[src/rtl/multicycle_ctrl_fsm.sv]
// Multi-cycle control sequencer for the KGP mini-RISC datapath.
// Steps FETCH->DECODE->EXEC->MEM->WB and drives the datapath control bundle.
module multicycle_ctrl_fsm #(
  parameter int OPC_W       = 6,
  parameter int FUNC_W      = 6,
  parameter int ALU_OP_W    = 4,
  parameter int BR_OP_W     = 5,
  parameter int MEM_TIMEOUT = 15,
  parameter int CNT_W       = 16
) (
  input  logic                clk,
  input  logic                rst,
  input  logic                instr_valid,
  input  logic [OPC_W-1:0]    opcode,
  input  logic [FUNC_W-1:0]   func,
  input  logic                dmem_ready,
  output logic                ir_write,
  output logic                pc_write,
  output logic [1:0]          reg_write,
  output logic                imm_mux_ctrl,
  output logic                alu_mux_ctrl,
  output logic [ALU_OP_W-1:0] alu_op,
  output logic                dmem_enable,
  output logic                dmem_write_enable,
  output logic [1:0]          reg_write_mux_ctrl,
  output logic [BR_OP_W-1:0]  br_op,
  output logic                halt,
  output logic                fault,
  output logic [2:0]          state_out,
  output logic [CNT_W-1:0]    retired
);

  typedef enum logic [2:0] {
    S_FETCH  = 3'd0,
    S_DECODE = 3'd1,
    S_EXEC   = 3'd2,
    S_MEM    = 3'd3,
    S_WB     = 3'd4,
    S_HALT   = 3'd5,
    S_FAULT  = 3'd6
  } state_t;

  localparam logic [OPC_W-1:0] OP_RALU = OPC_W'(0);
  localparam logic [OPC_W-1:0] OP_IALU = OPC_W'(1);
  localparam logic [OPC_W-1:0] OP_LW   = OPC_W'(2);
  localparam logic [OPC_W-1:0] OP_SW   = OPC_W'(3);
  localparam logic [OPC_W-1:0] OP_BR   = OPC_W'(4);
  localparam logic [OPC_W-1:0] OP_HALT = '1;

  // Counter only needs to reach MEM_TIMEOUT-1.
  localparam int TW = (MEM_TIMEOUT > 2) ? $clog2(MEM_TIMEOUT) : 1;
  localparam logic [TW-1:0] TCNT_LAST = TW'((MEM_TIMEOUT > 0) ? MEM_TIMEOUT - 1 : 0);

  state_t              r_state;
  state_t              w_next;
  logic [OPC_W-1:0]    r_opcode;
  logic [FUNC_W-1:0]   r_func;
  logic [TW-1:0]       r_tcnt;
  logic [CNT_W-1:0]    r_retired;

  logic w_is_alu, w_is_ialu, w_is_lw, w_is_sw, w_is_mem, w_is_br, w_is_halt, w_legal;
  logic [ALU_OP_W-1:0] w_ex_alu_op;
  logic w_unused;

  assign w_is_ialu   = (r_opcode == OP_IALU);
  assign w_is_alu    = (r_opcode == OP_RALU) || w_is_ialu;
  assign w_is_lw     = (r_opcode == OP_LW);
  assign w_is_sw     = (r_opcode == OP_SW);
  assign w_is_mem    = w_is_lw || w_is_sw;
  assign w_is_br     = (r_opcode == OP_BR);
  assign w_is_halt   = (r_opcode == OP_HALT);
  assign w_legal     = w_is_alu || w_is_mem || w_is_br || w_is_halt;
  assign w_ex_alu_op = w_is_alu ? r_func[ALU_OP_W-1:0] : '0;
  assign w_unused    = ^r_func;

  always_ff @(posedge clk or negedge rst) begin
    if (!rst) begin
      r_state   <= S_FETCH;
      r_opcode  <= '0;
      r_func    <= '0;
      r_tcnt    <= '0;
      r_retired <= '0;
    end else begin
      r_state <= w_next;
      if (r_state == S_FETCH && instr_valid) begin
        r_opcode <= opcode;
        r_func   <= func;
      end
      // Counts ready=0 cycles spent in MEM; clears whenever MEM is left.
      if (r_state == S_MEM && w_next == S_MEM) r_tcnt <= r_tcnt + 1'b1;
      else                                      r_tcnt <= '0;
      if (pc_write) r_retired <= r_retired + 1'b1;
    end
  end

  always_comb begin
    w_next             = r_state;
    ir_write           = 1'b0;
    pc_write           = 1'b0;
    reg_write          = 2'b00;
    imm_mux_ctrl       = 1'b0;
    alu_mux_ctrl       = 1'b0;
    alu_op             = '0;
    dmem_enable        = 1'b0;
    dmem_write_enable  = 1'b0;
    reg_write_mux_ctrl = 2'b00;
    br_op              = '0;
    halt               = 1'b0;
    fault              = 1'b0;
    case (r_state)
      S_FETCH: begin
        ir_write = instr_valid;
        if (instr_valid) w_next = S_DECODE;
      end
      S_DECODE: begin
        if (w_is_halt)     w_next = S_HALT;
        else if (!w_legal) w_next = S_FAULT;
        else               w_next = S_EXEC;
      end
      S_EXEC: begin
        alu_op       = w_ex_alu_op;
        alu_mux_ctrl = w_is_ialu || w_is_mem;
        imm_mux_ctrl = w_is_mem;
        if (w_is_br) begin
          br_op    = r_func[BR_OP_W-1:0];
          pc_write = 1'b1;
          w_next   = S_FETCH;
        end else if (w_is_mem) begin
          w_next = S_MEM;
        end else begin
          w_next = S_WB;
        end
      end
      S_MEM: begin
        alu_op            = w_ex_alu_op;
        alu_mux_ctrl      = 1'b1;
        imm_mux_ctrl      = 1'b1;
        dmem_enable       = 1'b1;
        dmem_write_enable = w_is_sw;
        // Ready on the final allowed cycle takes priority over the timeout.
        if (dmem_ready) begin
          if (w_is_sw) begin
            pc_write = 1'b1;
            w_next   = S_FETCH;
          end else begin
            w_next = S_WB;
          end
        end else if (MEM_TIMEOUT != 0 && r_tcnt == TCNT_LAST) begin
          w_next = S_FAULT;
        end
      end
      S_WB: begin
        alu_op             = w_ex_alu_op;
        alu_mux_ctrl       = w_is_ialu || w_is_mem;
        imm_mux_ctrl       = w_is_mem;
        reg_write          = w_is_lw ? 2'b10 : 2'b01;
        reg_write_mux_ctrl = w_is_lw ? 2'b01 : 2'b10;
        pc_write           = 1'b1;
        w_next             = S_FETCH;
      end
      S_HALT:  halt  = 1'b1;
      S_FAULT: fault = 1'b1;
      default: w_next = S_FAULT;
    endcase
  end

  assign state_out = r_state;
  assign retired   = r_retired;

endmodule

[config.mk]
export PLATFORM = sky130hd
export DESIGN_NAME = multicycle_ctrl_fsm
export DESIGN_NICKNAME = d
export VERILOG_FILES = /design/src/rtl/multicycle_ctrl_fsm.sv
export SDC_FILE = /design/constraint.sdc
export NUM_CORES = 1
export LEC_CHECK = 0
export CAP_MARGIN = 20
export CORE_AREA = 3 3 72 74
export CTS_CLUSTER_SIZE = 25
export DETAILED_ROUTE_END_ITERATION = 8
export DIE_AREA = 0 0 75 77
export GPL_ROUTABILITY_DRIVEN = 0
export PLACE_DENSITY = 0.79
export SKIP_CTS_REPAIR_TIMING = 1
export SYNTH_ARGS = -nofsm -noshare
export SYNTH_HDL_FRONTEND = slang
export SYNTH_SLANG_ARGS = --single-unit
[constraint.sdc]
create_clock -name clk -period 3.1 [get_ports clk]
set_input_delay 0.93 -clock clk [delete_from_list [all_inputs] [get_ports clk]]
set_output_delay 0.93 -clock clk [all_outputs]
set_load 0.02 [all_outputs]
# After elaboration in Yosys (flattened, before gate mapping)
# Index checks and enable logic that the tools add are counted.
dict set report op_classes {
  order_cmp 0
  add_sub_neg 2
  n_reduce_logical 13
  n_mul 0
  n_div 0
  eq_ne 13
  shifts 0
  muxes 29
  bitwise_logic 0
}
# op n
set ops {}
lappend ops {{two-way mux 3 bit} 8}
lappend ops {{case mux 3 bit (6 select lines)} 1}
lappend ops {{adder 16 x 1 -> 16 bit, second input constant} 1}
lappend ops {{== test 6 x 2 -> 1 bit, second input constant} 2}
lappend ops {{two-way mux 4 bit} 3}
lappend ops {{two-way mux 5 bit} 2}
lappend ops {{== test 3 x 2 -> 1 bit, second input constant} 3}
lappend ops {{== test 3 bit, second input constant} 3}
lappend ops {{two-way mux 1 bit} 8}
lappend ops {{two-way mux 2 bit} 4}
lappend ops {{== test 6 x 1 -> 1 bit, second input constant} 1}
lappend ops {{== test 6 x 3 -> 1 bit, second input constant} 1}
lappend ops {{== test 6 bit, second input constant} 1}
lappend ops {{zero test 6 bit} 1}
lappend ops {{logical OR 1 bit} 6}
lappend ops {{adder 4 x 1 -> 4 bit, second input constant} 1}
lappend ops {{== test 4 bit, second input constant} 1}
lappend ops {{case mux 1 bit (2 select lines)} 2}
lappend ops {{OR reduction 2 bit} 2}
lappend ops {{== test 3 x 1 -> 1 bit, second input constant} 1}
lappend ops {{zero test 3 bit} 1}
lappend ops {{case mux 1 bit (3 select lines)} 1}
lappend ops {{OR reduction 3 bit} 1}
lappend ops {{logical AND 1 bit} 2}
dict set report word_totals {
  mem_bits_rw 0
  latch_bits 0
  output_inout_bits 40
  input_bits 16
  regBits 34
  word_cells 62
  mem_count 0
  romBits 0
}

# Logic depth before layout (Yosys ltp)
dict set report depth {
  depth_word 11
  depth_mapped 6
  mapped_depth_nobuf 6
}

# Worst setup path after synthesis
# OpenSTA, ideal clock, no wires.
dict set report synth_timing {
  kind {register -> output}
  from {reg r_state[1], in the netlist state_out[1]}
  to {out reg_write_mux_ctrl[0]}
  path_buffers 3
  setup_slack_ps -12
  stages_incl_launch_ff 7
  arrival_time_ps 2182
  required_ps 2170
  cell_sequence {dfrtp_1 clkbuf_1 nor2_1 nand2_1 clkbuf_1 nor3_1 buf_4}
}
dict set report synth_via {
  elab_chain_len 2
}
# element line
set synth_lines {}
lappend synth_lines {{start: declaration} 54} ;# state_t r_state;
lappend synth_lines {{start signal: assignment} 84} ;# r_state <= w_next;
lappend synth_lines {{== test 3 bit} 110} ;# case (r_state)
lappend synth_lines {{two-way mux 2 bit} 110}
lappend synth_lines {{end: declaration} 25} ;# output logic [1:0] reg_write_mux_ctrl,
# Every way passes these cells.

# Worst setup path after layout
dict set report layout_timing {
  from {reg r_opcode[2]}
  to {out alu_op[0]}
}
dict set report layout_via {
  elab_chain_len 4
}
# element line
set layout_lines {}
lappend layout_lines {{start: declaration} 56} ;# logic [OPC_W-1:0] r_opcode;
lappend layout_lines {{start signal: assignment} 86} ;# r_opcode <= opcode;
lappend layout_lines {{== test 6 x 1 -> 1 bit or zero test 6 bit (tied branches)} {65, 66}}
lappend layout_lines {{logical OR 1 bit (*)} 66} ;# assign w_is_alu = (r_opcode == OP_RALU) || w_is_ialu;
lappend layout_lines {{two-way mux 4 bit (*)} 73} ;# assign w_ex_alu_op = w_is_alu ? r_func[ALU_OP_W-1:0] : '0;
lappend layout_lines {{two-way mux 4 bit (*)} 110}
lappend layout_lines {{end: declaration} 22} ;# output logic [ALU_OP_W-1:0] alu_op,
# Every way passes the cells marked *; elsewhere a longest branch is shown, timed or not.

==> reports/metrics.yaml <==
fin_tns_setup_ns: 0
p_leak_uw: 0.001277
reg2reg_from: "r_opcode[2]$_DFFE_PN0P_"
synth_top_cell_by_area: "dfrtp_1"
grt.overflow.total: 0
final_common_cell: "clkdlybuf4s50_1"
vias: 1542
clock_sinks: 34
ys_seq_area_share_pct: 47.06
antenna_found_initial: 0
fp.dieH_um: 77
drt-met1-wl_mm: 1.918
rsz0062_at_grt: "no"
routed.top_layer: "met4"
cts_root_buf: "clkbuf_8"
layout_common_cells: "37 x clkdlybuf4s50_1, 34 x dfrtp_1, 16 x nor2_1, 16 x dlymetal6s2s_1, 16 x buf_4"
clkTransAtPathRegs_ns: 0.06
ys_warn_count: 0
viasPerCell: 5.263
detail-route-antenna-nets: 0
syn_avg_cell_area_um2: 10.57
drt_iter0_drc: 90
hp-class: "reg -> reg"
end_kind: "primary output"
crit_fanout: 4
diodes: 0
synth.area.top_cells: "dfrtp_1 47%, mux2_2 7.5%, xor2_1 6.3%"
placed_cells: 287
fmax_mhz: 331.5
final-setup-viol-count: 0
area_growth_pct: 46.99
wl_met3_um: 173
cts_max_level: 2
dr_wl_met2_mm: 2.196
max-vdd-ir-drop_uv: 416.7
cp-start-kind: "flop"
worst_pin_slew_ns: 0.4285
timing.rr.end: "retired[10]$_DFFE_PN0P_"
critPathRequiredTime_ns: 2.17
portBuffers: 54
final_cells: 293
status: "finished clean"
die_area_um2: 5775
p_per_area_nw_per_um2: 819.9
synth_top_area_share_pct: 47.06
cts.path.max_buffers: 2
final_hold_viol_count: 0
num_io_pins: 56
drive_above_1_share_pct: 21.76
avgRoutedWirePerCell_um: 14.80
initial_core_util_pct: 38.79
nets: 259
crit_type: "reg -> out"
grt_max_degree: 35
crit_end: "alu_op[0]"
cts_made_buffers: 5
r2r_cells: 6
wl_mm: 4.336
die_w_um: 75
relSlewSlack_pct: 71.35
cts_tree: "done"
core_area_um2: 4661
syn_nets: 190
fp-row-count: 25
grt_use_total_pct: 16.09
hpwl_mm: 3.222
startpoint: "r_opcode[2]$_DFFE_PN0P_"
slew_viol_final: 0
ys_ff_latch: 34
fin_crit_sh_pct: 97.32
crit_arrival_ns: 2.09
cap_violations: 0
yosysUniqueCellTypes: 34
first_pass_iters: 4
synthCells: 171
drc: 0
fin_crit_ns: 3.017
fin_skew_ns: 0.008641
grt_pass1_wl_mm: 7.314
synth_area_um2: 1808
grt_pass1_vias: 1511
fill_cells: 409
r2r_setup_slack_ns: 0.66
clk_latency_ns: 0.28
## worst max-delay path, stage by stage, from the launching register on
cell,delay (ns)
dfrtp_1,0.40
or4_4,0.54
buf_4,0.16
nor3_1,0.20
buf_4,0.17
and2_1,0.12
dlymetal6s2s_1,0.22
## final cells by class
class	count	area (um2)	area share, %
multi-input combinational	124	935.9	35.22
sequential	34	850.8	32.02
timing repair buffer	70	701.9	26.41
clock buffer	6	82.58	3.107
tap	54	67.56	2.542
inverter	5	18.77	0.7062
## synthesized netlist by cell type
| master | instances |
|---|---|
| dfrtp_1 | 34 |
| nor2_1 | 16 |
| xor2_1 | 13 |
| mux2_2 | 12 |
| nand2_1 | 11 |
| and2_1 | 9 |
| a21oi_1 | 7 |
| nand3_1 | 7 |
| nor3_1 | 6 |
| a211oi_2 | 5 |
| clkbuf_1 | 5 |
| inv_1 | 5 |
| a2111oi_2 | 4 |
| nand4_1 | 4 |
| xnor2_1 | 4 |
| a211oi_1 | 3 |
| ha_1 | 3 |
| a31oi_1 | 2 |
| and3b_1 | 2 |
| buf_4 | 2 |
| nor4_1 | 2 |
| o21ai_0 | 2 |
| or3_1 | 2 |
| a21boi_1 | 1 |
| a21o_2 | 1 |
| buf_6 | 1 |
| nand2b_1 | 1 |
| nand4b_1 | 1 |
| nor2b_1 | 1 |
| nor3b_1 | 1 |
| nor4b_1 | 1 |
| o22ai_1 | 1 |
| o31ai_1 | 1 |
| or4_4 | 1 |
## report_power, final
group | internal [uW] | switching (uW) | total, uW
sequential | 599 | 178 | 776
combinational | 514 | 572 | 1090
clock | 171 | 146 | 317
total | 1280 | 895 | 2180
## routing by layer
metal	track usage, %	vias up
met1	22.12	761
li1	-	738
met5	0	-
met3	2.359	4
met4	4.804	0
met2	25.78	39
## metrics by stage
stage	util, %	setup WS, ns	area (um2)	power, uW	hold slack (ns)
after floorplan	-	0.2110	1813	1353	0.4547
after global placement	53.69	-0.5177	2502	1791	0.4617
after detailed placement	53.69	-0.5407	2502	1826	0.4704
after CTS	55.46	-0.5484	2585	2148	0.4791
after global routing	57.02	0.01584	2658	2327	0.5059
final	57.02	0.08307	2658	2179	0.4684
## worst min path at each step
stage                            start                      end  slack [ns]  cells past startpoint
2_1_floorplan      r_tcnt[0]$_DFF_PN0_      r_tcnt[0]$_DFF_PN0_        0.45                      1
3_3_place_gp   retired[15]$_DFFE_PN0P_  retired[15]$_DFFE_PN0P_        0.46                      1
3_5_place_dp   retired[15]$_DFFE_PN0P_  retired[15]$_DFFE_PN0P_        0.47                      1
4_1_cts        retired[15]$_DFFE_PN0P_  retired[15]$_DFFE_PN0P_        0.48                      1
5_1_grt        retired[15]$_DFFE_PN0P_  retired[15]$_DFFE_PN0P_        0.51                      1
6_report       retired[15]$_DFFE_PN0P_  retired[15]$_DFFE_PN0P_        0.47                      1
## kinds of logic (layout without fill, tap and decap cells)
family | Yosys count | count (layout) | synth area share, %
DFF | 34 | 34 | 47.06
muxes | 12 | 12 | 7.474
and+or+nand+nor | 65 | 65 | 18.75
adders and majority gates | 3 | 3 | 2.076
buffers and inverters | 13 | 81 | 3.529
xor gates and xnor gates | 17 | 17 | 8.235
AOI/OAI and AO/OA | 27 | 27 | 12.87
## state kept, by name, indices dropped and copies added, names as in the netlist
name,cells
retired,16
r_opcode,6
state_out,3
r_func,5
r_tcnt,4
Power figures use the tool's default switching activity.
